--- src/rtl/rgb_pwm_mmio.sv ---
// rtl/rgb_pwm_mmio.sv - memory-mapped 8-bit PWM for led/red/green/blue
// Optional hardware fade between DUTY and shadow when RGB_PWM_FADE_EN is defined.
module rgb_pwm_mmio #(
    parameter logic [31:0] BASE_ADDR = 32'hFFFF_FF00,
    parameter int          PRESC_W   = 8
) (
    input  logic        clk,
    input  logic        reset,
    input  logic        wren,
    input  logic [2:0]  funct3,
    input  logic [31:0] addr,
    input  logic [31:0] wdata,
    output logic [31:0] rdata,
    output logic        hit,
    output logic        led,
    output logic        red,
    output logic        green,
    output logic        blue
);

`ifdef RGB_PWM_FADE_EN
    localparam int PERIOD_W = 23;
`else
    localparam int PERIOD_W = 24;
`endif

    logic [31:0]         duty_q, duty_d;
    logic                enable_q, enable_d;
    logic [PRESC_W-1:0]  presc_q, presc_d;
    logic [PRESC_W-1:0]  presc_cnt_q, presc_cnt_d;
    logic [7:0]          pwm_cnt_q, pwm_cnt_d;
    logic [PERIOD_W-1:0] period_cnt_q, period_cnt_d;
    logic [3:0][7:0]     shadow_q, shadow_d;
    logic [3:0]          out_q, out_d;

    logic [31:0]        offset;
    logic [1:0]         reg_sel;
    logic [3:0]         lane_mask;
    logic [31:0]        bit_mask;
    logic [31:0]        wdata_rep;
    logic               duty_wr, ctrl_wr;
    logic [31:0]        duty_new;
    logic               enable_new;
    logic [PRESC_W-1:0] presc_new;
    logic               tick, wrap;
    logic               busy;
    logic [31:0]        ctrl_word, status_word;

    assign offset  = addr - BASE_ADDR;
    assign hit     = offset < 32'd12;
    assign reg_sel = offset[3:2];

    // Store data arrives unshifted; replicate it so every lane sees its byte.
    always_comb begin
        lane_mask = 4'b0000;
        wdata_rep = wdata;
        case (funct3)
            3'b000: begin
                lane_mask[offset[1:0]] = 1'b1;
                wdata_rep = {4{wdata[7:0]}};
            end
            3'b001: begin
                lane_mask[{offset[1], 1'b0}] = 1'b1;
                lane_mask[{offset[1], 1'b1}] = 1'b1;
                wdata_rep = {2{wdata[15:0]}};
            end
            3'b010:  lane_mask = 4'b1111;
            default: lane_mask = 4'b0000;
        endcase
    end

    assign bit_mask = {{8{lane_mask[3]}}, {8{lane_mask[2]}}, {8{lane_mask[1]}}, {8{lane_mask[0]}}};
    assign duty_wr  = wren && hit && (reg_sel == 2'd0);
    assign ctrl_wr  = wren && hit && (reg_sel == 2'd1);

    assign duty_new   = (duty_q & ~bit_mask) | (wdata_rep & bit_mask);
    assign enable_new = bit_mask[0] ? wdata_rep[0] : enable_q;
    assign presc_new  = (presc_q & ~bit_mask[PRESC_W+7:8]) | (wdata_rep[PRESC_W+7:8] & bit_mask[PRESC_W+7:8]);

    assign tick = enable_q && (presc_cnt_q == presc_q);
    assign wrap = tick && (pwm_cnt_q == 8'hFF);
    assign busy = (shadow_q != duty_q);

    always_comb begin
        duty_d       = duty_wr ? duty_new : duty_q;
        enable_d     = ctrl_wr ? enable_new : enable_q;
        presc_d      = ctrl_wr ? presc_new : presc_q;
        presc_cnt_d  = presc_cnt_q;
        pwm_cnt_d    = pwm_cnt_q;
        period_cnt_d = period_cnt_q;
        shadow_d     = shadow_q;
        if (!enable_q) begin
            presc_cnt_d = '0;
            pwm_cnt_d   = 8'h00;
            shadow_d    = duty_q;
        end else begin
            presc_cnt_d = tick ? '0 : presc_cnt_q + 1'b1;
            // Shrinking presc below the running count restarts the count without a tick.
            if (ctrl_wr && (presc_cnt_q > presc_d)) begin
                presc_cnt_d = '0;
            end
            if (tick) begin
                pwm_cnt_d = pwm_cnt_q + 8'd1;
            end
            if (wrap) begin
                period_cnt_d = period_cnt_q + 1'b1;
`ifdef RGB_PWM_FADE_EN
                for (int ch = 0; ch < 4; ch++) begin
                    if (shadow_q[ch] < duty_q[8*ch +: 8]) begin
                        shadow_d[ch] = shadow_q[ch] + 8'd1;
                    end else if (shadow_q[ch] > duty_q[8*ch +: 8]) begin
                        shadow_d[ch] = shadow_q[ch] - 8'd1;
                    end
                end
`else
                shadow_d = duty_q;
`endif
            end
        end
        for (int ch = 0; ch < 4; ch++) begin
            out_d[ch] = enable_q && (pwm_cnt_q < shadow_q[ch]);
        end
    end

    always_ff @(posedge clk or posedge reset) begin
        if (reset) begin
            duty_q       <= '0;
            enable_q     <= 1'b0;
            presc_q      <= '0;
            presc_cnt_q  <= '0;
            pwm_cnt_q    <= '0;
            period_cnt_q <= '0;
            shadow_q     <= '0;
            out_q        <= '0;
        end else begin
            duty_q       <= duty_d;
            enable_q     <= enable_d;
            presc_q      <= presc_d;
            presc_cnt_q  <= presc_cnt_d;
            pwm_cnt_q    <= pwm_cnt_d;
            period_cnt_q <= period_cnt_d;
            shadow_q     <= shadow_d;
            out_q        <= out_d;
        end
    end

    always_comb begin
        ctrl_word              = '0;
        ctrl_word[0]           = enable_q;
        ctrl_word[PRESC_W+7:8] = presc_q;
    end

`ifdef RGB_PWM_FADE_EN
    assign status_word = {busy, period_cnt_q, pwm_cnt_q};
`else
    assign status_word = {period_cnt_q, pwm_cnt_q};
`endif

    always_comb begin
        rdata = '0;
        if (hit) begin
            case (reg_sel)
                2'd0:    rdata = duty_q;
                2'd1:    rdata = ctrl_word;
                2'd2:    rdata = status_word;
                default: rdata = '0;
            endcase
        end
    end

    assign led   = out_q[0];
    assign red   = out_q[1];
    assign green = out_q[2];
    assign blue  = out_q[3];

endmodule

--- config.mk ---
export PLATFORM = sky130hd
export DESIGN_NAME = rgb_pwm_mmio
export DESIGN_NICKNAME = d
export VERILOG_FILES = /design/src/rtl/rgb_pwm_mmio.sv
export SDC_FILE = /design/constraint.sdc
export NUM_CORES = 1
export LEC_CHECK = 0
export ABC_CLOCK_PERIOD_IN_PS = 11600
export BUFFER_PORTS_ARGS = -buffer_cell sky130_fd_sc_hd__buf_2
export CAP_MARGIN = 20
export CORE_MARGIN = 2
export CORE_UTILIZATION = 62
export DETAILED_ROUTE_END_ITERATION = 16
export PLACE_DENSITY = 0.84
export SYNTH_ARGS = -nofsm -noshare
export SYNTH_HDL_FRONTEND = slang
export SYNTH_SLANG_ARGS = --single-unit
--- constraint.sdc ---
create_clock -name clk -period 11.6 [get_ports clk]
set_clock_uncertainty 0.15 [all_clocks]
set_input_delay 1.74 -clock clk [delete_from_list [all_inputs] [get_ports clk]]
set_output_delay 1.74 -clock clk [all_outputs]
set_load 0.005 [all_outputs]
# Yosys cells after proc, flatten, opt, wreduce, memory -nomap -nowiden
# Index checks and enable logic that the tools add are counted.
# word_totals
ff_bits	117
in_bits	70
out_inout_bits	37
wordCells	79
# op_classes
addsub	4
n_lt_le_gt_ge	12
eq_ne	8
mux	18
n_bitwise	9
n_reduce_logical	17
# op_table
op	count
32-bit two-way mux	3
32-bit case mux with 3 select lines	1
32-bit AND	2
32-bit case mux with 2 select lines	1
8-bit two-way mux	6
32-bit by 4-bit less-than comparator with 1-bit output (second input constant)	1
8-bit less-than comparator	4
32-bit inverter	1
32-bit bitwise OR	1
32-bit subtractor (second input constant)	1
24-bit by 1-bit adder with 24-bit output (second input constant)	1
8-bit by 1-bit adder with 8-bit output (second input constant)	2
8-bit AND	2
1-bit logical AND	13
4-bit case mux with 3 select lines	1
2-bit by 3-bit less-than comparator with 1-bit output (second input constant)	3
8-bit equality test	1
8-bit equality test (second input constant)	1
8-bit greater-than comparator	1
8-bit inverter	1
8-bit bitwise OR	1
2-bit by 1-bit >= comparator with 1-bit output (second input constant)	3
2-bit by 1-bit != test with 1-bit output (second input constant)	2
3-bit by 4-bit bitwise OR with 4-bit output	1
other kinds (10)	14

# Longest topological paths before layout
# depth
ltp_word	15
mapped_depth	15
depth_no_buf	13

# Least setup slack after synthesis
# OpenSTA, ideal clock, no wires.
# synth_timing
path_type	input to register
startpoint	input port addr[22]
endpoint	register presc_cnt_q[0]
setup_ps	155
t_arrival_ps	5186
required_time_ps	11295
path_slack_ps	6108
stages	15
n_path_buf	2
cell_sequence	or4_1 -> a211o_1 -> nor3_4 -> o211ai_1 -> or3_1 -> buf_2 -> buf_6 -> mux2_4 -> ha_1 -> nor2b_1 -> o21a_1 -> o21a_1 -> o21ai_0 -> a2111oi_2 -> nor4bb_1
# synth_via
elab_chain_cells	9
# synth_lines
item	line_no	source
start: declaration	11	input logic [31:0] addr,
32-bit subtractor *	49	assign offset = addr - BASE_ADDR;
32-bit by 4-bit less-than comparator with 1-bit output *	50	assign hit = offset < 32'd12;
1-bit logical AND * (2 in a row)	74	assign ctrl_wr = wren && hit && (reg_sel == 2'd1);
8-bit two-way mux	87	presc_d = ctrl_wr ? presc_new : presc_q;
8-bit greater-than comparator	99	if (ctrl_wr && (presc_cnt_q > presc_d)) begin
1-bit logical AND *	99	
8-bit two-way mux *	99	
8-bit two-way mux *	92	if (!enable_q) begin
net presc_cnt_d[0]	30	logic [PRESC_W-1:0] presc_cnt_q, presc_cnt_d;
end signal: assignment	139	presc_cnt_q <= presc_cnt_d;
end: declaration	30	
# Mark *: on every way through the listed nets, which the timed path passes. The rest lies on a longest branch.
# A chain may end at the register's enable or synchronous reset.

# Worst setup path in the final report
# layout_timing
startpoint	input port addr[11]
endpoint	register presc_cnt_q[0]
# The elaborated chain is that of the path after synthesis.

==> metrics.md <==
| Metric | Value |
|---|---|
| Sum of negative setup slack | 0 ns |
| Met2 Use GR | 54.86% |
| Compound-cell area share of the yosys netlist | 8.551% |
| Cell area after synthesis | 6994 um2 |
| GRT busiest layer | met2 |
| Synth Flop Type | dfrtp_1 |
| Worst-skew pair later-pin latency | 0.42 ns |
| Critical Path AT | 6.12 ns |
| Hold path start | period_cnt_q[19]$_DFFE_PP0P_ |
| Worst EP required | 11.71 ns |
| Hold Path Class | reg2reg |
| Max-slew headroom | 35.02% |
| Fillers | 757 |
| Top cell type's share of synthesized area | 41.86% |
| Largest net degree at the start of global routing | 79 |
| Final setup viols | 0 |
| Total global routing overflow | 0 |
| Critical path endpoint category | flop |
| Worst reg-to-reg setup slack | 7.93 ns |
| Yosys warns | 0 |
| Hold Crit Depth | 1 |
| Vias in the first global route | 5907 |
| Most common cell in the netlist | dfrtp_1 |
| IO Pins | 107 |
| Post-Synth Simple-Gate Area | 15.13% |
| CTS sink cnt | 117 |
| Max-Cap Viols | 0 |
| Unique masters post-synth | 49 |
| Final net count | 914 |
| Post-CTS Resized | 0 |
| R2r worst-path depth | 6 |
| Worst r2r dst | shadow_q[16]$_DFFE_PP0P_ |
| Initial DRC count | 654 |
| Area contributors post-synth | dfrtp_1, mux2i_1, ha_1 |
| CTS tree | yes |
| Clk buf depth | 2 |
| DRC | 0 |
| Worst Max-Slew Pin Slew | 0.9747 ns |
| Post-synth top cells | dfrtp_1, nor2_1, mux2i_1 |
| Core area | 10940 um2 |
| Part of the cycle the worst path needs | 51.76% |
| Post-Route WL | 19700 um |
| Diodes inserted | 0 |
| Mean Syn Cell Area | 9.963 um2 |
| Synth Area in XOR/XNOR | 5.510% |
| DR vias | 5854 |
| Syn-to-layout area delta | 17.94% |
| Routed wire length per instance | 20.56 um |
| Power consumption | 0.9941 mW |
| Initial antenna violation count | 0 |
| Outcome | complete, no violations |
| Largest family of logic cells by synthesized area | multiplexers |
| Number of buffers created by CTS | 17 |
| Hold Path Sink | period_cnt_q[19]$_DFFE_PP0P_ |
| GR Util All Layers | 34.09% |
| First-pass GRT wire length | 30660 um |
| Worst-path fanout max | 15 |
| Fin crit period | 6.004 ns |
| Async set-reset flop share out of synthesis | 100.0% |
| Initial DRT Pass Iterations | 6 |
| Post-CTS Setup Repair Bufs | 0 |
| Critical path type | in2reg |
| Multiplexer area fraction after synthesis | 17.10% |
| Final Slew Violations | 0 |
| GR met3 Demand/Resource | 8.172% |
| Worst VDD drop | 0.08778 mV |
| Adder-Cell Fraction of Synth Area | 6.977% |
| Final ANT Viol Nets | 0 |
| Synthesized flop and latch total | 117 |
| Proportion of layout cells with a drive suffix above 1 | 23.72% |
| Synth area leader | dfrtp_1 |
| Vias per cell | 6.111 |
| M1 GR Usage | 44.47% |
| Sequential element share of the synthesized area | 41.86% |
| Power Density | 120.5 nW/um2 |
| Die X | 110.2 um |
| Chip Height | 110.2 um |
| Buffers on Ports | 106 |
| Initial core utilization | 63.96% |
| Fmax | 0.1665 GHz |
| Row count | 38 |
| Post-Syn Instances | 702 |
| CTS Hold Buffers Added | 0 |
| Hold Vio Cnt, Final | 0 |
| RSZ-0062 raised after global routing | false |
| Full die area | 12150 um2 |
| Post-synth EDFFs | 0 |
| DP HPWL | 13320 um |
| Worst setup SP type | input port |
| Synthesized net count | 811 |
| Reg2reg start | presc_cnt_q[2]$_DFF_PP0_ |
| Worst-path clk slew | 0.05 ns |
| H-tree level count | 4 |
| LEAKAGE | 4.283 nW |
| GP Congestion | 0.8668 |
| Clk root buf | clkbuf_16 |
critical path, stage by stage:
cell	delay, ns
buf_2	0.08
nand3_1	0.11
or3_1	0.48
o31a_1	0.33
o211ai_1	0.63
or3_1	0.74
mux2_2	0.41
ha_1	0.32
and4_1	0.22
and2_1	0.14
a2111oi_2	0.79
nor4bb_1	0.12
metal layers:
layer,vias to the layer above,share of wire (%)
li1,2625,-
met1,2856,40
met2,309,48
met3,64,8.7
met4,0,3.4
met5,-,0
power by group:
part	internal (mW)	switching (mW)
clock	0.347	0.183
sequential	0.409	0.00000000160
combinational	0.0208	0.0343
through the flow:
step / hold slack [ns] / setup WS, ns / utilization (%) / std cells / area, um2
after detailed placement: 0.3337 / 5.152 / 69.68 / 924 / 7620
after global routing: 0.3614 / 5.241 / 75.43 / 958 / 8249
after floorplan: 0.2914 / 6.108 / - / 702 / 6994
after CTS: 0.3454 / 5.573 / 75.11 / 956 / 8214
final: 0.3462 / 5.596 / 75.43 / 958 / 8249
after global placement: 0.3218 / 5.315 / 69.68 / 924 / 7620
cells in the final DEF (no fill, tap or decap), types with 18 or more instances in the layout:
cell and count:
buf_2 106, nand2_1 55, dfrtp_1 117, xnor2_1 19, o21ai_0 33, a21oi_1 19, inv_1 58, xor2_1 25
ha_1 39, mux2i_1 61, mux2_2 28, nand3_1 20, mux2_4 18, nor2_1 68
final cells by class:
type	count	area [um2]	area share, %
inverters	59	224.0	2.715
clock buffers	23	467.9	5.673
repair buffers	111	588.1	7.129
flip-flops and latches	117	2928	35.49
well taps	140	175.2	2.123
clock inverters	9	126.4	1.532
multi-input cells	499	3740	45.34
kinds of logic (layout without fill, tap and decap cells):
kind of cell | count (synthesis) | count (layout)
adder cells (fa/ha/maj) | 39 | 39
buffers and inverters | 86 | 202
XOR/XNOR | 44 | 44
flip-flops | 117 | 117
AO/OA/AOI/OAI | 93 | 93
multiplexers | 107 | 107
AND/OR/NAND/NOR | 216 | 216
worst max-delay path by stage:
stage                  start                        to  slack, ns  cells after the start
floorplan           addr[22]  presc_cnt_q[0]$_DFF_PP0_       6.11                     15
finish              addr[11]  presc_cnt_q[0]$_DFF_PP0_       5.60                     12
detailed placement   addr[3]  presc_cnt_q[0]$_DFF_PP0_       5.15                     14
CTS                  addr[3]  presc_cnt_q[0]$_DFF_PP0_       5.57                     14
global route        addr[11]  presc_cnt_q[0]$_DFF_PP0_       5.24                     12
global placement     addr[3]  presc_cnt_q[0]$_DFF_PP0_       5.32                     14
(Power assumes the default switching activity.)
